`config.mk`:
```
export PLATFORM = sky130hd
export DESIGN_NAME = conv2_calc
export DESIGN_NICKNAME = d
export VERILOG_FILES = /design/src/rtl/conv2_calc_pkg.sv /design/src/rtl/conv2_calc_popcnt9.sv /design/src/rtl/conv2_calc.sv
export SDC_FILE = /design/constraint.sdc
export NUM_CORES = 2
export LEC_CHECK = 0
export ABC_AREA = 1
export ABC_CLOCK_PERIOD_IN_PS = 8300
export BUFFER_PORTS_ARGS = -buffer_cell sky130_fd_sc_hd__buf_4
export CAP_MARGIN = 0
export CORE_ASPECT_RATIO = 1.1
export CORE_MARGIN = 2
export CORE_UTILIZATION = 25
export DETAILED_ROUTE_END_ITERATION = 8
export HOLD_SLACK_MARGIN = 0.02
export MAX_ROUTING_LAYER = met4
export PLACE_DENSITY = 0.36
export REMOVE_ABC_BUFFERS = 1
export SETUP_SLACK_MARGIN = 0.2
export SLEW_MARGIN = 10
export SYNTH_ARGS = -nofsm -noshare
export SYNTH_HDL_FRONTEND = slang
export SYNTH_SLANG_ARGS = --single-unit
```
`constraint.sdc`:
```
create_clock -name clk -period 8.3 [get_ports clk]
set_input_delay 1.66 -clock clk [delete_from_list [all_inputs] [get_ports clk]]
set_output_delay 1.66 -clock clk [all_outputs]
set_load 0.02 [all_outputs]
```
`src/rtl/conv2_calc_pkg.sv`:
```
// Shared constants, binary weights and thresholds for the conv2_calc binary convolution layer.
// Thresholds in THRESH are only used when CONV2_CALC_THRESH_EN is defined.
package conv2_calc_pkg;

  localparam int NUM_CH      = 8;
  localparam int KERNEL_TAPS = 9;
  localparam int WIN_W       = NUM_CH * KERNEL_TAPS;  // 72
  localparam int CNT_W       = 7;                     // holds 0..72
  localparam int CH_CNT_W    = 4;                     // holds 0..9
  localparam int MAX_FILTERS = 16;

  localparam logic [CNT_W-1:0] DEFAULT_THRESH = 7'd36;

  localparam logic [CNT_W-1:0] THRESH [MAX_FILTERS] = '{
    7'd36, 7'd40, 7'd30, 7'd60, 7'd45, 7'd20, 7'd50, 7'd36,
    7'd38, 7'd33, 7'd70, 7'd10, 7'd72, 7'd0,  7'd55, 7'd41
  };

  // Filter weights are a fixed hash of the filter index, so any NUM_FILTERS gets a defined set.
  function automatic logic [WIN_W-1:0] weight(input int f);
    logic [31:0] h;
    h = (32'h9E37_79B9 * 32'(f + 1)) ^ 32'h5A5A_1234;
    return {h[7:0], ~h, h ^ 32'hA5C3_0F96};
  endfunction

  function automatic logic [CNT_W-1:0] thresh(input int f);
    return THRESH[f % MAX_FILTERS];
  endfunction

endpackage

```
`src/rtl/conv2_calc_popcnt9.sv`:
```
// Combinational popcount of one 3x3 binary kernel window (9 bits -> 0..9).
module popcnt9
  import conv2_calc_pkg::*;
(
  input  logic [KERNEL_TAPS-1:0] bits,
  output logic [CH_CNT_W-1:0]    count
);

  always_comb begin
    // NOTE: assigning the output a default before the loop keeps this purely combinational (no latch).
    count = '0;
    for (int i = 0; i < KERNEL_TAPS; i++) begin
      count += CH_CNT_W'(bits[i]);
    end
  end

endmodule

```
`src/rtl/conv2_calc.sv`:
```
// Binary conv layer: XNOR-popcount of a 72-bit window against each filter, thresholded, 3-stage pipe.
// Define CONV2_CALC_THRESH_EN to use the per-filter thresholds; otherwise every filter uses 36.
module conv2_calc
  import conv2_calc_pkg::*;
#(
  parameter int NUM_FILTERS = 16,
  parameter int OUT_W       = 11,
  parameter int OUT_H       = 11
) (
  input  logic                   clk,
  input  logic                   rst_n,
  input  logic [WIN_W-1:0]       pixel_windows,
  input  logic                   valid_in,
  output logic [NUM_FILTERS-1:0] pixel_out,
  output logic                   valid_out,
  output logic                   frame_done
);

  localparam int COL_W = (OUT_W > 1) ? $clog2(OUT_W) : 1;
  localparam int ROW_W = (OUT_H > 1) ? $clog2(OUT_H) : 1;

  logic [2:0]             vld;
  logic [NUM_FILTERS-1:0] pass;
  logic [COL_W-1:0]       col;
  logic [ROW_W-1:0]       row;
  logic                   last_col;
  logic                   last_row;

  always_ff @(posedge clk or negedge rst_n) begin
    // NOTE: non-blocking assignments so every stage samples the previous stage's pre-edge value.
    if (!rst_n) vld <= '0;
    else        vld <= {vld[1:0], valid_in};
  end

  for (genvar f = 0; f < NUM_FILTERS; f++) begin : g_filt
    localparam logic [WIN_W-1:0] WGT = weight(f);
`ifdef CONV2_CALC_THRESH_EN
    localparam logic [CNT_W-1:0] TH = thresh(f);
`else
    localparam logic [CNT_W-1:0] TH = DEFAULT_THRESH;
`endif

    logic [WIN_W-1:0]           match;
    logic [NUM_CH*CH_CNT_W-1:0] ch_cnt;
    logic [NUM_CH*CH_CNT_W-1:0] s1_cnt;
    logic [CNT_W-1:0]           ch_total;
    logic [CNT_W-1:0]           s2_sum;

    assign match = ~(pixel_windows ^ WGT);

    for (genvar c = 0; c < NUM_CH; c++) begin : g_ch
      popcnt9 u_popcnt (
        .bits  (match[c*KERNEL_TAPS +: KERNEL_TAPS]),
        .count (ch_cnt[c*CH_CNT_W +: CH_CNT_W])
      );
    end

    always_comb begin
      ch_total = '0;
      for (int c = 0; c < NUM_CH; c++) begin
        ch_total += CNT_W'(s1_cnt[c*CH_CNT_W +: CH_CNT_W]);
      end
    end

    // Data stages run every cycle; the valid shift register qualifies them.
    always_ff @(posedge clk or negedge rst_n) begin
      // NOTE: pipeline data registers are reset too, so a mid-frame reset leaves no stale values behind.
      if (!rst_n) begin
        s1_cnt <= '0;
        s2_sum <= '0;
      end else begin
        s1_cnt <= ch_cnt;
        s2_sum <= ch_total;
      end
    end

    assign pass[f] = (s2_sum >= TH);
  end

  assign last_col = (col == COL_W'(OUT_W - 1));
  assign last_row = (row == ROW_W'(OUT_H - 1));

  // col/row name the output position about to be written into pixel_out.
  always_ff @(posedge clk or negedge rst_n) begin
    if (!rst_n) begin
      pixel_out  <= '0;
      frame_done <= 1'b0;
      col        <= '0;
      row        <= '0;
    end else begin
      frame_done <= vld[1] && last_col && last_row;
      if (vld[1]) begin
        pixel_out <= pass;
        if (last_col) begin
          col <= '0;
          row <= last_row ? '0 : row + 1'b1;
        end else begin
          col <= col + 1'b1;
        end
      end
    end
  end

  assign valid_out = vld[2];

endmodule

```
==> summary.txt <==
Outcome
  – Status: completed

Synthesis
  – Average cell area after synthesis: 11.4 µm²
  – Count of mapped cells out of synthesis: 4,715
  – Number of warnings reported in the yosys synthesis log: 0
  – Register area share after synthesis: 28.7%
  – Number of distinct library cell variants in the gate-level netlist after synthesis: 25
  – Register bit total from synthesis: 617
  – Synthesized area: 53,800 µm²

Die
  – Rows: 178
  – Initial Util: 25.2%
  – # IOs: 93
  – Die height: 491 µm
  – Core box area: 214,000 µm²
  – Width of the chip: 446 µm
  – DIE AREA: 219,000 µm²

Worst setup path
  – Required @ worst endpoint: 8.88 ns
  – Critical path data arrival time: 5.28 ns
  – Startpoint of the lowest-slack register-to-register path: g_filt[7].s1_cnt[14]$_DFF_PN0_
  – Startpoint type of the worst setup path: primary input
  – Register-to-register setup slack: 4.34 ns
  – Crit path kind: in2reg
  – Depth of the worst register-to-register path: 11
  – Type of destination of the critical path: flop
  – Reg2reg end: g_filt[7].s2_sum[4]$_DFF_PN0_
  – Highest net fanout along the worst path: 6
  – Launching instance or port of the critical path: pixel_windows[36]

Placement
  – Final HPWL from detailed placement: 144 mm
  – Input/output buffers: 92
  – Setup slack at placement: 2.88 ns
  – Routability cong.: 0.825

Timing
  – Clock skew after layout: 0.0327 ns
  – Total setup violations reported at the end of the flow: 0
  – Min Tclk post-route: 4.70 ns
  – Relative max-transition margin: 28.1%
  – Setup repair after global routing missed its margin: no
  – Final cycle utilization of the critical path: 56.6%
  – Slew at the pin with the worst max-slew slack: 1.08 ns
  – Setup TNS Final: 0 ns
  – Final Hold Vio Count: 0
  – Maximum achievable frequency: 213 MHz
  – Number of max-slew violations in the final report: 0
  – Worst setup margin: 3.60 ns

Run
  – Total of max-cap violations: 0

Layout
  – Area added between synthesis and finish: 13.4%
  – Most common library cell in the layout ignoring fill and taps: sky130_fd_sc_hd__inv_1
  – Top library cells by usage in the layout, fill and taps aside: sky130_fd_sc_hd__inv_1 (1,634), sky130_fd_sc_hd__fa_1 (926), sky130_fd_sc_hd__ha_1 (755)
  – # nets final: 6,658
  – Share of final-layout standard cells stronger than drive strength 1: 4.95%

Clock network
  – Deepest clock path buffer count: 3
  – Number of sinks handled by clock tree synthesis: 617
  – TritonCTS buffer count: 84
  – Number of setup buffers added after CTS: 0
  – Worst-skew pair later-pin latency: 0.69 ns
  – CTS H-tree depth: 3
  – Gates resized, CTS repair: 0
  – Cell at the root of the clock tree: sky130_fd_sc_hd__clkbuf_16
  – Clock transition time at the flip-flop clock pins of the worst setup and hold paths: 0.06 ns
  – TritonCTS clock tree: built
  – Number of buffers inserted for hold repair after clock tree synthesis: 0

Detailed routing
  – Initial DRC count: 1,101
  – Number of iterations in the first detailed-routing pass: 7
  – Post-DR wirelength/cell: 21.4 µm
  – Routed wire length: 168 mm
  – Post-route ant nets: 0
  – Detailed-route DRC error count: 0
  – Count of vias placed by the detailed router: 29.6k
  – Via/cell ratio: 3.76

Hold path
  – Type of the tightest min-delay check: reg2reg
  – Cell depth of the worst hold path: 0
  – End point of the worst hold path: vld[1]$_DFF_PN0_
  – Critical hold path startpoint: vld[0]$_DFF_PN0_

Global routing
  – Total global-route track usage: 16.5%
  – Number of global-route vias before repair: 34.0k
  – Number of antenna violations at the first check in global routing: 20
  – Sum of overflow across all layers after global routing: 0
  – Wire length of the first global-routing pass: 246 mm
  – Maximum number of pins on one net before global-route repair: 133
## worst max-delay path: stages
cell and delay (ns):
sky130_fd_sc_hd__buf_4 0.09, sky130_fd_sc_hd__inv_1 0.05, sky130_fd_sc_hd__ha_1 0.56, sky130_fd_sc_hd__inv_1 0.25, sky130_fd_sc_hd__fa_1 0.62, sky130_fd_sc_hd__inv_1 0.17
sky130_fd_sc_hd__fa_1 0.57, sky130_fd_sc_hd__inv_1 0.07, sky130_fd_sc_hd__fa_1 0.49, sky130_fd_sc_hd__ha_1 0.17, sky130_fd_sc_hd__inv_1 0.05, sky130_fd_sc_hd__fa_1 0.37
sky130_fd_sc_hd__xnor2_1 0.14
## metal layers
layer / wire (µm) / global-route usage (%) / vias up
li1: - / - / 13784
met1: 73100 / 20.6 / 15344
met2: 87500 / 28.7 / 290
met3: 3760 / 1.63 / 137
met4: 3710 / 3.99 / 0
met5: 0 / - / -
## per-stage QoR
| step | area (µm²) | instances | util, % | hold WS (ns) |
|---|---|---|---|---|
| 3_5_place_dp | 58200 | 7696 | 27.2 | 0.345 |
| 2_1_floorplan | 53800 | 4711 | - | 0.331 |
| 3_3_place_gp | 58200 | 7696 | 27.2 | 0.338 |
| 5_1_grt | 61100 | 7854 | 28.5 | 0.359 |
| 6_report | 61100 | 7855 | 28.5 | 0.355 |
| 4_1_cts | 61000 | 7846 | 28.5 | 0.358 |
## synth_stat cells
| library cell | n | area [µm²] |
|---|---|---|
| sky130_fd_sc_hd__inv_2 | 1 | 3.75 |
| sky130_fd_sc_hd__nor2_2 | 1 | 6.26 |
| sky130_fd_sc_hd__inv_1 | 1634 | 6130 |
| sky130_fd_sc_hd__xor2_1 | 26 | 228 |
| sky130_fd_sc_hd__fa_1 | 926 | 18500 |
| sky130_fd_sc_hd__nand2_4 | 1 | 11.3 |
| sky130_fd_sc_hd__dfrtp_1 | 617 | 15400 |
| sky130_fd_sc_hd__o21ai_1 | 3 | 15.0 |
| sky130_fd_sc_hd__buf_4 | 2 | 15.0 |
| sky130_fd_sc_hd__nor3_1 | 1 | 5.00 |
| sky130_fd_sc_hd__nand2_1 | 214 | 803 |
| sky130_fd_sc_hd__o21ai_0 | 9 | 45.0 |
| sky130_fd_sc_hd__nand3_1 | 156 | 781 |
| sky130_fd_sc_hd__a31oi_1 | 17 | 106 |
| sky130_fd_sc_hd__nor2_4 | 1 | 11.3 |
| sky130_fd_sc_hd__nor2_1 | 40 | 150 |
| sky130_fd_sc_hd__clkinv_2 | 1 | 5.00 |
| sky130_fd_sc_hd__a21oi_1 | 164 | 821 |
| sky130_fd_sc_hd__nand4_1 | 2 | 12.5 |
| sky130_fd_sc_hd__nand2_2 | 2 | 12.5 |
| sky130_fd_sc_hd__o21bai_1 | 1 | 7.51 |
| sky130_fd_sc_hd__buf_2 | 1 | 5.00 |
| sky130_fd_sc_hd__buf_6 | 1 | 11.3 |
| sky130_fd_sc_hd__xnor2_1 | 139 | 1220 |
| sky130_fd_sc_hd__ha_1 | 755 | 9450 |
## area by class of cell
cell class | count | area, µm²
antenna | 9 | 22.5
clock buffer | 125 | 2530
clock inverter | 25 | 268
fill | 22251 | 153000
inverter | 1636 | 6140
multi-input combinational | 2458 | 32200
sequential | 617 | 15400
tap | 2880 | 3600
timing repair buffer | 105 | 846
## sequential cells by signal, summed over array words and instances (netlist names)
register and cells:
row 4, col 4, g_filt.s1_cnt 509, pixel_out 16, g_filt.s2_sum 80, vld 3, frame_done 1
## logic make-up (layout without fill, tap and decap cells)
kind of cell / after synthesis / after routing / synth area share [%]
AND/OR/NAND/NOR: 418 / 418 / 3.33
other: 0 / 9 / 0
flip-flops: 617 / 617 / 28.7
buffers and inverters: 1640 / 1891 / 11.5
AO/OA/AOI/OAI: 194 / 194 / 1.85
adder cells (fa/ha/maj): 1681 / 1681 / 52.0
XOR/XNOR: 165 / 165 / 2.68
## worst max-delay path by stage
stage | slack (ns) | endpoint | cells after the start
2_1_floorplan | 3.46 | g_filt[6].s1_cnt[26]$_DFF_PN0_ | 12
3_3_place_gp | 2.90 | g_filt[9].s1_cnt[17]$_DFF_PN0_ | 13
3_5_place_dp | 2.88 | g_filt[9].s1_cnt[18]$_DFF_PN0_ | 13
4_1_cts | 3.65 | g_filt[9].s1_cnt[18]$_DFF_PN0_ | 13
5_1_grt | 3.48 | g_filt[9].s1_cnt[18]$_DFF_PN0_ | 13
6_report | 3.60 | g_filt[9].s1_cnt[18]$_DFF_PN0_ | 13
Power is not shown: default switching activity piles up to over one toggle a cycle in this logic, so the estimate is an artifact.
